`config.mk`:
```
export PLATFORM = sky130hd
export DESIGN_NAME = ncl_sink_ctrl
export DESIGN_NICKNAME = d
export VERILOG_FILES = /design/src/rtl/ncl_pkg.sv /design/src/rtl/ncl_req_sync.sv /design/src/rtl/ncl_sink_ctrl.sv
export SDC_FILE = /design/constraint.sdc
export NUM_CORES = 1
export LEC_CHECK = 0
export ABC_AREA = 1
export CAP_MARGIN = 20
export CORE_UTILIZATION = 40
export CTS_CLUSTER_SIZE = 40
export DETAILED_ROUTE_END_ITERATION = 10
export DONT_BUFFER_PORTS = 1
export HOLD_SLACK_MARGIN = 0.12
export SYNTH_ARGS = -nofsm -noshare
export SYNTH_HDL_FRONTEND = slang
export SYNTH_SLANG_ARGS = --single-unit
```
`constraint.sdc`:
```
create_clock -name clk -period 2.3 [get_ports clk]
set_input_delay 0.46 -clock clk [delete_from_list [all_inputs] [get_ports clk]]
set_output_delay 0.46 -clock clk [all_outputs]
set_load 0.05 [all_outputs]
```
`src/rtl/ncl_pkg.sv`:
```
// ncl_pkg
// Shared definitions for the NCL tokenflow output channel and its clocked
// sink controller.
//   - default widths/depths used by the sink and the tokenflow instance
//   - sink sequencer state encoding
//   - channel field layout (req / ack / bundled data) shared with tokenflow
package ncl_pkg;

    localparam int NCL_W       = 26;
    localparam int NCL_SYNC    = 2;
    localparam int NCL_TO_BITS = 12;

    typedef enum logic [1:0] {
        ST_IDLE     = 2'd0,
        ST_WAIT_REQ = 2'd1,
        ST_HOLD_ACK = 2'd2,
        ST_DONE     = 2'd3
    } ncl_state_t;

    // Bundled-data channel as seen by tokenflow: data is valid while req=1
    // and ack=0.
    typedef struct packed {
        logic             req;
        logic             ack;
        logic [NCL_W-1:0] data;
    } ncl_chan_t;

endpackage

```
`src/rtl/ncl_req_sync.sv`:
```
// ncl_req_sync
// Multi-flop synchronizer for an asynchronous single-bit input. All stages
// reset to 0, so a request held high through reset is seen as a fresh rise
// once reset is released.
// Ports:
//   clk    in   sampling clock
//   rst_n  in   asynchronous active-low reset
//   d      in   asynchronous input
//   q      out  synchronized output, SYNC clocks of latency
module ncl_req_sync #(
    parameter int SYNC = 2
) (
    input  logic clk,
    input  logic rst_n,
    input  logic d,
    output logic q
);

    logic [SYNC-1:0] stage;

    always_ff @(posedge clk or negedge rst_n) begin
        if (!rst_n) begin
            stage <= '0;
        end else begin
            stage <= {stage[SYNC-2:0], d};
        end
    end

    assign q = stage[SYNC-1];

endmodule

```
`src/rtl/ncl_sink_ctrl.sv`:
```
// ncl_sink_ctrl
// Clocked consumer for the NCL tokenflow output channel. Synchronizes the
// 4-phase request, drives the acknowledge, captures each bundled token and
// sequences bursts of a programmed length with an XOR fold, a token count
// and a handshake watchdog.
// Ports:
//   clk        in   single clock
//   rst_n      in   asynchronous active-low reset
//   start      in   launch a burst (honoured only when idle)
//   burst_len  in   tokens per burst, latched on start; 0 = free-run
//   abort      in   level; ends the burst at the next safe point
//   req_in     in   asynchronous 4-phase request
//   data_in    in   bundled token data
//   ack_out    out  4-phase acknowledge (registered, glitch-free)
//   last_data  out  most recently captured token
//   xor_acc    out  XOR of all tokens captured this burst
//   tok_cnt    out  tokens captured this burst, mod 256
//   busy       out  sequencer active
//   done       out  one-cycle pulse at normal burst completion
//   timeout    out  sticky watchdog flag, cleared by an accepted start
//
// state    | meaning
// ---------+-------------------------------------------------------------
// IDLE     | ack low, waiting for start
// WAIT_REQ | ack low, waiting for synchronized req to rise (capture)
// HOLD_ACK | ack high, waiting for synchronized req to fall
// DONE     | burst completed normally, done pulses for one cycle
module ncl_sink_ctrl
    import ncl_pkg::*;
#(
    parameter int W       = NCL_W,
    parameter int SYNC    = NCL_SYNC,
    parameter int TO_BITS = NCL_TO_BITS
) (
    input  logic         clk,
    input  logic         rst_n,
    input  logic         start,
    input  logic [7:0]   burst_len,
    input  logic         abort,
    input  logic         req_in,
    input  logic [W-1:0] data_in,
    output logic         ack_out,
    output logic [W-1:0] last_data,
    output logic [W-1:0] xor_acc,
    output logic [7:0]   tok_cnt,
    output logic         busy,
    output logic         done,
    output logic         timeout
);

    ncl_state_t state, state_nxt;

    logic               req_s;
    logic [7:0]         len_q;
    logic [7:0]         tok_cnt_q;
    logic [W-1:0]       last_q;
    logic [W-1:0]       xor_q;
    logic               ack_q;
    logic               timeout_q;
    logic [TO_BITS-1:0] wd_cnt;
    logic               wd_exp;
    logic               wd_fire;
    logic               accept;
    logic               capture;

    ncl_req_sync #(.SYNC(SYNC)) u_req_sync (
        .clk   (clk),
        .rst_n (rst_n),
        .d     (req_in),
        .q     (req_s)
    );

    // The watchdog holds the number of cycles still allowed in the current
    // state; the edge that would consume the last one is the expiry edge,
    // giving exactly 2^TO_BITS-1 cycles without a handshake edge.
    assign wd_exp  = (wd_cnt == TO_BITS'(1));
    assign accept  = (state == ST_IDLE) && start;
    assign capture = (state == ST_WAIT_REQ) && req_s;

    always_ff @(posedge clk or negedge rst_n) begin
        if (!rst_n) begin
            state <= ST_IDLE;
        end else begin
            state <= state_nxt;
        end
    end

    always_comb begin
        state_nxt = state;
        wd_fire   = 1'b0;
        case (state)
            ST_IDLE: begin
                if (start) begin
                    state_nxt = ST_WAIT_REQ;
                end
            end
            ST_WAIT_REQ: begin
                if (req_s) begin
                    state_nxt = ST_HOLD_ACK;
                end else if (abort) begin
                    state_nxt = ST_IDLE;
                end else if (wd_exp) begin
                    state_nxt = ST_IDLE;
                    wd_fire   = 1'b1;
                end
            end
            ST_HOLD_ACK: begin
                // abort is only honoured once the return phase is seen, so
                // a handshake in flight is never cut short
                if (!req_s) begin
                    if (abort) begin
                        state_nxt = ST_IDLE;
                    end else if ((len_q != 8'd0) && (tok_cnt_q == len_q)) begin
                        state_nxt = ST_DONE;
                    end else begin
                        state_nxt = ST_WAIT_REQ;
                    end
                end else if (wd_exp) begin
                    state_nxt = ST_IDLE;
                    wd_fire   = 1'b1;
                end
            end
            ST_DONE: begin
                state_nxt = ST_IDLE;
            end
            default: begin
                state_nxt = ST_IDLE;
            end
        endcase
    end

    always_comb begin
        busy = (state != ST_IDLE);
        done = (state == ST_DONE);
    end

    always_ff @(posedge clk or negedge rst_n) begin
        if (!rst_n) begin
            ack_q     <= 1'b0;
            len_q     <= 8'd0;
            tok_cnt_q <= 8'd0;
            last_q    <= '0;
            xor_q     <= '0;
            timeout_q <= 1'b0;
        end else begin
            // ack is a flop decoded from the next state so tokenflow never
            // sees a decode glitch
            ack_q <= (state_nxt == ST_HOLD_ACK);
            if (accept) begin
                len_q     <= burst_len;
                tok_cnt_q <= 8'd0;
                xor_q     <= '0;
                timeout_q <= 1'b0;
            end
            if (capture) begin
                last_q    <= data_in;
                xor_q     <= xor_q ^ data_in;
                tok_cnt_q <= tok_cnt_q + 8'd1;
            end
            if (wd_fire) begin
                timeout_q <= 1'b1;
            end
        end
    end

    always_ff @(posedge clk or negedge rst_n) begin
        if (!rst_n) begin
            wd_cnt <= '1;
        end else if (state_nxt != state) begin
            wd_cnt <= '1;
        end else if ((state == ST_WAIT_REQ) || (state == ST_HOLD_ACK)) begin
            wd_cnt <= wd_cnt - TO_BITS'(1);
        end
    end

    assign ack_out   = ack_q;
    assign last_data = last_q;
    assign xor_acc   = xor_q;
    assign tok_cnt   = tok_cnt_q;
    assign timeout   = timeout_q;

endmodule

```
==> flow_metrics.env, run 1 <==
export IMPL_cellPowerDensity_nw_per_um2=1548
export IMPL_vias=2706
export IMPL_cp_end_kind="output pin"
export IMPL_worstMarginPinSlew_ns=0.5292
export IMPL_holdWs_ns=-0.2101
export IMPL_slew_violations=0
export IMPL_synthFlopType="dfrtp_1"
export IMPL_syn_nets=468
export IMPL_synth_area_leaders="dfrtp_1 48%, nand2_1 13%, dfstp_2 8.2%"
export IMPL_synth_async_sr_flop_share_pct=100.0
export IMPL_final_cells=567
export IMPL_setup_tns_ns=0
export IMPL_cts_num_sinks=86
export IMPL_crit_arrival_ns=1.49
export IMPL_syn_area_um2=3846
export IMPL_maxSlewHeadroom_pct=64.72
export IMPL_critPathKind="flip-flop to output pin"
export IMPL_clock_latency_ns=0.35
export IMPL_rows=35
export IMPL_wl_per_cell_um=14.18
export IMPL_via_per_inst=4.772
export IMPL_first_global_vias=2763
export IMPL_hold_violations=86
export IMPL_hpwl_um=5520
export IMPL_nets=480
export IMPL_cap_violations=0
export IMPL_drc=0
export IMPL_clock_path_buffers=2
export IMPL_drive_gt1_share_pct=15.98
export IMPL_finalWirelength_um=8042
export IMPL_root_buffer="clkbuf_8"
export IMPL_fin_crit_sh_pct=84.63
export IMPL_cts_buffers_inserted=9
export IMPL_cts_setup_buffers=0
export IMPL_critical_path_buf_inv_count=2
export IMPL_yosysUniqueCellTypes=28
export IMPL_htree_levels=3
export IMPL_cpMostUsedCell="inv_1"
export IMPL_min_path_type="input pin to asynchronous set/reset pin"
export IMPL_grtUsageTotal_pct=17.49
export IMPL_violations="hold timing"
export IMPL_path_clk_slew_ns=0.09
export IMPL_syn_to_final_growth_pct=10.02
export IMPL_critPathMaxStageDelay_ns=0.43
export IMPL_fin_crit_ns=1.946
export IMPL_skew_ns=0.01060
export IMPL_start_kind="flip-flop"
export IMPL_ir_drop_uv=705.3
export IMPL_fmax_mhz=513.8
export IMPL_antenna_cells=0
export IMPL_cts_tree="done"
export IMPL_grt_overflow_total=0
export IMPL_ios=103
export IMPL_antenna_found_initial=0
export IMPL_grt_start_max_net_pins=87
export IMPL_ys_seq_area_share_pct=56.34
export IMPL_path_delay_family="buffers and inverters"
export IMPL_dieHeight_um=100.1
export IMPL_rsz0062_at_grt="no"
export IMPL_avgSynthCellArea_um2=9.136
export IMPL_core_um2=9284
export IMPL_leakage_nw=2.051
export IMPL_port_buffers=0
export IMPL_fp_dieW_um=100.1
export IMPL_synth_warnings=0
export IMPL_syn_instance_count=421
export IMPL_die_area_um2=10010
export IMPL_hold_buffers=1
export IMPL_status="finished, violations left"
export IMPL_ys_ff_latch=86
export IMPL_synth_enable_flop_cells=0
export IMPL_post_place_cells=550
export IMPL_start_util_pct=41.43
export IMPL_synth_top_area_share_pct=48.15
export IMPL_grt_pass1_wl_um=13440
export IMPL_dr_pass1_iters=4
export IMPL_path_cells="inv_1, ha_1, inv_1"
export IMPL_drt_initial_drc_count=122
export IMPL_synth_commonest_cells="136 x nand2_1, 74 x dfrtp_1, 43 x nand3_1, 26 x o21ai_0, 21 x inv_1"
export IMPL_critPathMaxFanout=5
export IMPL_synth_most_common_cell="nand2_1"
export IMPL_synth_top_cell_by_area="dfrtp_1"
export IMPL_setup_viol=0
export IMPL_slowest_stage="dfrtp_1"
export IMPL_place_gp_congestion=0.7436
export IMPL_drtAntennaViolNets=0
export IMPL_cp_data_required_time_ns=1.84
[cells by family (layout without fill, tap and decap cells)]
logic type / count (synthesis) / after routing / synth area share [%]
buffers and inverters: 40 / 57 / 4.717
AOI/OAI and AO/OA: 47 / 47 / 6.473
and+or+nand+nor: 223 / 223 / 25.93
adders and majority gates: 8 / 8 / 2.603
xor gates and xnor gates: 16 / 16 / 3.644
DFF: 86 / 86 / 56.34
muxes: 1 / 1 / 0.2928
[area by class of cell]
cell class	count	area [um^2]
Clock buffer	11	141.4
Clock inverter	5	58.81
Fill cell	921	5052
Inverter	28	105.1
Multi-Input combinational cell	295	1498
Sequential cell	86	2167
Tap cell	129	161.4
Timing Repair Buffer	13	100.1
[placed cells by master (no fill, tap or decap), types with 3 or more instances in the layout]
cell type / Yosys / final
ha_1: 8 / 8
dfstp_2: 12 / 12
nand2_2: 6 / 6
nor3_1: 3 / 3
nor2_2: 4 / 4
clkbuf_8: 0 / 10
a21oi_1: 7 / 7
xor2_1: 8 / 8
nor2_1: 19 / 19
o21ai_1: 9 / 9
inv_1: 21 / 21
buf_4: 0 / 12
o21ai_0: 26 / 26
xnor2_1: 8 / 8
nand2_1: 136 / 136
nand3_1: 43 / 43
nand3_2: 10 / 10
dfrtp_1: 74 / 74
inv_2: 7 / 7
[through the flow]
stage	instance area (um^2)	utilization (%)	worst slack, ns	hold WS, ns	power (mW)
2_1_floorplan	3846	-	0.6553	0.1644	5.180
4_1_cts	4232	45.58	0.3230	-0.2334	6.633
6_report	4232	45.58	0.3536	-0.2101	6.550
5_1_grt	4232	45.58	0.1107	-0.2440	6.974
3_5_place_dp	4021	43.32	0.3476	0.1657	5.522
3_3_place_gp	4021	43.32	0.4305	0.1658	5.471
[metal layers]
layer,up-vias,GRT usage [%],routed length (um)
met4,0,8.027,113
met5,-,0,0
li1,1372,-,-
met1,1244,23.05,3630
met3,12,3.830,505
met2,78,27.75,3792
[where the power goes]
part	internal, mW	switching [mW]	total [mW]
Combinational	0.564	1.13	1.69
Sequential	1.99	1.78	3.77
Clock	0.535	0.554	1.09
Total	3.09	3.46	6.55
[final timing paths]
kind                                                    start                            end  slack [ns]  cells after the start
max in group asynchronous                               rst_n          wd_cnt[6]$_DFFE_PN1P_        2.29                      0
min in group clk                                 burst_len[0]           len_q[0]$_DFFE_PN0P_        0.22                      2
worst max-delay path                       state[0]$_DFF_PN0_                           busy        0.35                      3
worst min-delay path                                    rst_n         xor_acc[4]$_DFFE_PN0P_       -0.21                      0
worst min register to register  u_req_sync.stage[0]$_DFF_PN0_  u_req_sync.stage[1]$_DFF_PN0_        0.36                      0
worst max register to register             state[1]$_DFF_PN0_         tok_cnt[5]$_DFFE_PN0P_        0.36                      7
[flip-flops by register name (all words and copies together) (netlist names)]
signal	count
last_data	26
xor_acc	26
ack_out	1
wd_cnt	12
u_req_sync.stage	2
timeout	1
state	2
len_q	8
tok_cnt	8
[timing repair]
| action | CTS | global route |
|---|---|---|
| endpoints found under the hold margin | 87 | 86 |
| gates resized for setup | 0 | 0 |
| endpoints found under the setup margin | 0 | 0 |
(Power assumes the default switching activity.)
==> inputs of run 2 (changes only) <==
Clock period 2.3 ns to 1.8 ns, I/O delays scaled along.
==> run 2 against run 1 <==
Against the previous run:
- the run still ends with hold timing left
- sequential share of layout area decreased by 3.8 points
- via count increased by 4.7%
- wire length increased by 4.2%
- utilization increased by 3.6 points
- non-clock buffer count increased by 19
- combinational power increased by 67%
- critical endpoint is now wd_cnt[5]$_DFFE_PN1P_
- highest routed layer unchanged
==> flow_metrics.env, run 2 (synthesis results as in run 1) <==
export IMPL_maxSlewHeadroom_pct=57.02
export IMPL_hpwl_um=5380
export IMPL_status="finished, violations left"
export IMPL_ios=103
export IMPL_fin_crit_ns=1.763
export IMPL_r2r_end="wd_cnt[5]$_DFFE_PN1P_"
export IMPL_start_kind="flip-flop"
export IMPL_fin_area_um2=4567
export IMPL_cap_violations=0
export IMPL_dieHeight_um=100.1
export IMPL_grtUsageTotal_pct=17.24
export IMPL_cp_data_required_time_ns=2.08
export IMPL_via_per_inst=4.820
export IMPL_skew_ns=0.01454
export IMPL_antenna_cells=0
export IMPL_syn_to_final_growth_pct=18.74
export IMPL_p_total_mw=8.935
export IMPL_rsz0062_at_grt="yes"
export IMPL_wl_per_cell_um=14.25
export IMPL_slew_violations=0
export IMPL_dr_pass1_iters=4
export IMPL_hold_buffers=9
export IMPL_ir_drop_uv=1087
export IMPL_min_path_type="input pin to asynchronous set/reset pin"
export IMPL_fin_ws_ns=0.03662
export IMPL_place_gp_congestion=0.8829
export IMPL_grt_overflow_total=0
export IMPL_grt_start_max_net_pins=87
export IMPL_worstReg2RegStart="state[0]$_DFF_PN0_"
export IMPL_setup_viol=0
export IMPL_cellPowerDensity_nw_per_um2=1956
export IMPL_fp_dieW_um=100.1
export IMPL_vias=2834
export IMPL_drc=0
export IMPL_critPathMaxFanout=6
export IMPL_clock_path_buffers=2
export IMPL_first_global_vias=2785
export IMPL_drtAntennaViolNets=0
export IMPL_holdWs_ns=-0.3161
export IMPL_r2r_cells=11
export IMPL_cts_num_sinks=86
export IMPL_rows=35
export IMPL_post_place_cells=554
export IMPL_dpl_cell_area_um2=4064
export IMPL_cts_tree="done"
export IMPL_port_buffers=0
export IMPL_fmax_mhz=567.1
export IMPL_grt_pass1_wl_um=13360
export IMPL_root_buffer="clkbuf_8"
export IMPL_worstMarginPinSlew_ns=0.6379
export IMPL_final_cell_mix="131 x nand2_1, 74 x dfrtp_1, 39 x nand3_1, 26 x o21ai_0, 21 x buf_4"
export IMPL_violations="hold timing"
export IMPL_core_um2=9284
export IMPL_cp_end_kind="flip-flop"
export IMPL_start_util_pct=41.43
export IMPL_antenna_found_initial=0
export IMPL_drive_gt1_share_pct=22.66
export IMPL_critPathKind="flip-flop to flip-flop"
export IMPL_final_common_cell="nand2_1"
export IMPL_finalWirelength_um=8381
export IMPL_nets=501
export IMPL_reg2reg_slack_ns=0.04
export IMPL_fill_cells=912
export IMPL_path_clk_slew_ns=0.10
export IMPL_fin_crit_sh_pct=97.97
export IMPL_cts_buffers_inserted=9
export IMPL_htree_levels=3
export IMPL_dp_slack_ns=-0.03125
export IMPL_crit_arrival_ns=2.04
export IMPL_drt_initial_drc_count=92
export IMPL_final_cells=588
export IMPL_clock_latency_ns=0.36
export IMPL_hold_violations=86
export IMPL_die_area_um2=10010
export IMPL_leakage_nw=2.168
-- run 2: changes by cell type in the layout (fill, tap and decap cells not counted), moves of 4 or more --
cell           change
buf_4              +9
dlygate4sd3_1      +8
nand2_1            -5
nand3_1            -4
-- run 2: cell type report --
cell class              count  area, um^2  area share, %
flip-flops and latches     86        2167          47.45
multi-input cells         296        1650          36.14
repair buffers             32       279.0          6.110
well taps                 129       161.4          3.534
clock buffers               9       123.9          2.712
inverters                  28       116.4          2.548
clock inverters             7       62.56          1.370
repair inverters            1       6.256         0.1370
-- run 2: power by group --
part	switching, mW	leakage, nW	internal (mW)	total (mW)
Clock	0.763	0.0984	0.536	1.30
Combinational	1.79	0.998	1.04	2.83
Sequential	2.26	1.07	2.55	4.81
-- run 2: critical path, stage by stage, from the launching register on --
cell and delay (ns):
dfrtp_1 0.43, inv_2 0.10, buf_4 0.16, ha_1 0.22
inv_1 0.11, nand2_1 0.07, a21oi_2 0.12, nand2_2 0.11
nand2_4 0.11, nand2_8 0.09, nand2_8 0.11, nand3_2 0.07
-- run 2: routing by layer --
metal	share of wire (%)	global-route usage (%)	vias to the layer above
li1	-	-	1421
met1	46	22.04	1329
met2	48	27.80	72
met3	4.4	4.178	12
met4	2.1	7.915	0
met5	0	0	-
-- run 2: repair_timing --
| action | CTS | global route |
|---|---|---|
| buffers inserted | 0 | 7 |
| gates cloned | 0 | 2 |
| setup endpoints to repair | 14 | 16 |
| endpoints found under the hold margin | 95 | 86 |
| resized for setup | 4 | 34 |
| pin swaps | 1 | 24 |
-- run 2: how the worst max path moves through the flow --
stage / start / slack (ns) / cells after the start / to
after global routing: state[0]$_DFF_PN0_ / -0.07 / 11 / wd_cnt[5]$_DFFE_PN1P_
after floorplan: state[1]$_DFF_PN0_ / 0.16 / 9 / xor_acc[2]$_DFFE_PN0P_
final: state[0]$_DFF_PN0_ / 0.04 / 11 / wd_cnt[5]$_DFFE_PN1P_
after CTS: state[0]$_DFF_PN0_ / 0.004 / 10 / wd_cnt[11]$_DFFE_PN1P_
after global placement: state[0]$_DFF_PN0_ / -0.0009 / 11 / wd_cnt[0]$_DFFE_PN1P_
after detailed placement: state[0]$_DFF_PN0_ / -0.03 / 11 / wd_cnt[0]$_DFFE_PN1P_
-- run 2: stage by stage --
step / hold slack [ns] / utilization [%] / setup TNS [ns]
3_3_place_gp: 0.06596 / 43.77 / -0.0008578
2_1_floorplan: 0.06441 / - / 0
5_1_grt: -0.3515 / 49.19 / -0.7854
4_1_cts: -0.3394 / 46.85 / 0
6_report: -0.3161 / 49.19 / 0
3_5_place_dp: 0.06620 / 43.77 / -0.2204
==> inputs of run 3 (changes only) <==
==> constraint.sdc (replaced) <==
create_clock -name clk -period 1.65 [get_ports clk]
set_input_delay 0.165 -clock clk [delete_from_list [all_inputs] [get_ports clk]]
set_output_delay 0.165 -clock clk [all_outputs]
set_load 0.05 [all_outputs]
==> run 3 against run 2 <==
Against the previous run:
- the flow finishes with violations (hold timing, setup timing)
- first-iteration DRC count increased by 51%
- via count grew 5.1%
- sequential power rose by 9.6%
- global-route usage increased by 1.5 points
- flip-flop and latch count did not move
- die area did not move
- combinational power is 28% higher
- critical path depth grew 2
- final cell count grew 6.3%
- non-clock buffer count is 38 higher
- largest cell class unchanged
- largest power group unchanged
==> flow_metrics.env, run 3 (synthesis results as in run 1) <==
export IMPL_finalWirelength_um=8969
export IMPL_fmax_mhz=596.8
export IMPL_hpwl_um=5801
export IMPL_fin_crit_ns=1.676
export IMPL_grt_start_max_net_pins=87
export IMPL_holdWs_ns=-0.5073
export IMPL_final_common_cell="nand2_1"
export IMPL_fin_ws_ns=-0.02557
export IMPL_start_kind="flip-flop"
export IMPL_cts_tree="done"
export IMPL_antenna_found_initial=0
export IMPL_hold_buffers=37
export IMPL_grt_overflow_total=0
export IMPL_dr_pass1_iters=4
export IMPL_violations="hold timing, setup timing"
export IMPL_post_place_cells=568
export IMPL_root_buffer="clkbuf_8"
export IMPL_r2r_end="wd_cnt[2]$_DFFE_PN1P_"
export IMPL_cts_num_sinks=86
export IMPL_grtUsageTotal_pct=18.76
export IMPL_cap_violations=0
export IMPL_path_clk_slew_ns=0.09
export IMPL_skew_ns=0.01429
export IMPL_start_util_pct=41.43
export IMPL_nets=538
export IMPL_place_gp_congestion=0.8024
export IMPL_status="finished, violations left"
export IMPL_syn_to_final_growth_pct=29.12
export IMPL_grt_pass1_wl_um=14390
export IMPL_drt_initial_drc_count=139
export IMPL_rows=35
export IMPL_min_path_type="input pin to asynchronous set/reset pin"
export IMPL_critPathKind="flip-flop to flip-flop"
export IMPL_worstReg2RegStart="wd_cnt[0]$_DFFE_PN1P_"
export IMPL_crit_arrival_ns=1.97
export IMPL_rsz0062_at_grt="yes"
export IMPL_setup_viol=9
export IMPL_cts_buffers_inserted=9
export IMPL_slowest_stage="dfstp_2"
export IMPL_die_area_um2=10010
export IMPL_r2r_cells=13
export IMPL_drive_gt1_share_pct=22.98
export IMPL_ios=103
export IMPL_drtAntennaViolNets=0
export IMPL_first_global_vias=2982
export IMPL_leakage_nw=2.348
export IMPL_reg2reg_slack_ns=-0.03
export IMPL_antenna_cells=0
export IMPL_critPathLaunch="wd_cnt[0]$_DFFE_PN1P_"
export IMPL_port_buffers=0
export IMPL_ir_drop_uv=1151
export IMPL_drc=0
export IMPL_worstMarginPinSlew_ns=0.5439
export IMPL_slew_violations=0
export IMPL_fin_crit_sh_pct=101.5
export IMPL_via_per_inst=4.765
export IMPL_path_cells="ha_4, nand2_2, nor2_2, nand2_2, nand2_1, nand2_1, nand2_2, nand2_2, nand3_2, nand2_2, inv_4, clkbuf_16, nand3_2"
export IMPL_clock_path_buffers=2
export IMPL_hold_violations=86
export IMPL_dieHeight_um=100.1
export IMPL_wl_per_cell_um=14.35
export IMPL_maxSlewHeadroom_pct=63.74
export IMPL_final_cell_mix="131 x nand2_1, 74 x dfrtp_1, 39 x nand3_1, 37 x dlygate4sd3_1, 27 x buf_4"
export IMPL_core_um2=9284
export IMPL_fp_dieW_um=100.1
export IMPL_critPathMaxStageDelay_ns=0.56
export IMPL_final_cells=625
export IMPL_clock_latency_ns=0.36
export IMPL_cp_data_required_time_ns=1.94
export IMPL_htree_levels=3
export IMPL_cellPowerDensity_nw_per_um2=2057
export IMPL_cpMostUsedCell="nand2_2"
export IMPL_cp_endpoint="wd_cnt[2]$_DFFE_PN1P_"
export IMPL_cp_end_kind="flip-flop"
export IMPL_vias=2978
export IMPL_critPathMaxFanout=6
run 3: layout make-up:
cell class,count,area [um^2]
fillers,831,4318
flip-flops and latches,86,2167
multi-input cells,296,1669
repair buffers,70,684.4
well taps,129,161.4
clock buffers,10,127.6
inverters,28,112.6
clock inverters,6,43.79
run 3: power breakdown:
group | internal (mW) | switching, mW | leakage, nW
clock | 0.559 | 0.770 | 0.0875
combinational | 1.52 | 2.10 | 1.19
sequential | 2.78 | 2.50 | 1.07
run 3: repair_timing:
action / in CTS / in global routing
buffers inserted: 0 / 2
pin swaps: 2 / 27
gates cloned: 1 / 1
endpoints found under the setup margin: 27 / 41
resized for setup: 12 / 32
endpoints found under the hold margin: 149 / 86
run 3: how the worst min path moves through the flow:
stage / start / endpoint / slack, ns / cells after the start
4_1_cts: rst_n / last_data[13]$_DFFE_PN0P_ / -0.54 / 0
6_report: rst_n / last_data[6]$_DFFE_PN0P_ / -0.51 / 0
5_1_grt: rst_n / last_data[13]$_DFFE_PN0P_ / -0.54 / 0
3_3_place_gp: rst_n / xor_acc[6]$_DFFE_PN0P_ / -0.13 / 0
2_1_floorplan: rst_n / ack_out$_DFF_PN0_ / -0.13 / 0
3_5_place_dp: rst_n / last_data[6]$_DFFE_PN0P_ / -0.13 / 0
run 3: critical path: cells and delay by family (launching register included):
| family | cells | cell delay, ns |
|---|---|---|
| buf+inv | 2 | 0.23 |
| fa+ha+maj | 1 | 0.13 |
| flops | 1 | 0.56 |
| simple gates | 10 | 0.68 |
run 3: stage by stage:
step           area [um^2]  TNS [ns]  util, %  setup WS (ns)  total power, mW
2_1_floorplan         3846         0        -       0.005285            7.221
3_3_place_gp          4194   -0.2536    45.18       -0.03224            7.994
3_5_place_dp          4194    -1.052    45.18        -0.1026            8.099
4_1_cts               4795   -0.2957    51.64       -0.04151            9.773
5_1_grt               4966    -1.667    53.49        -0.1542            10.78
6_report              4966   -0.1302    53.49       -0.02557            10.22
run 3: metal layers:
metal	track usage (%)	part of all wire, %
met5	0	0
met4	6.689	0.90
met3	4.875	5.2
met2	32.41	49
met1	22.71	45
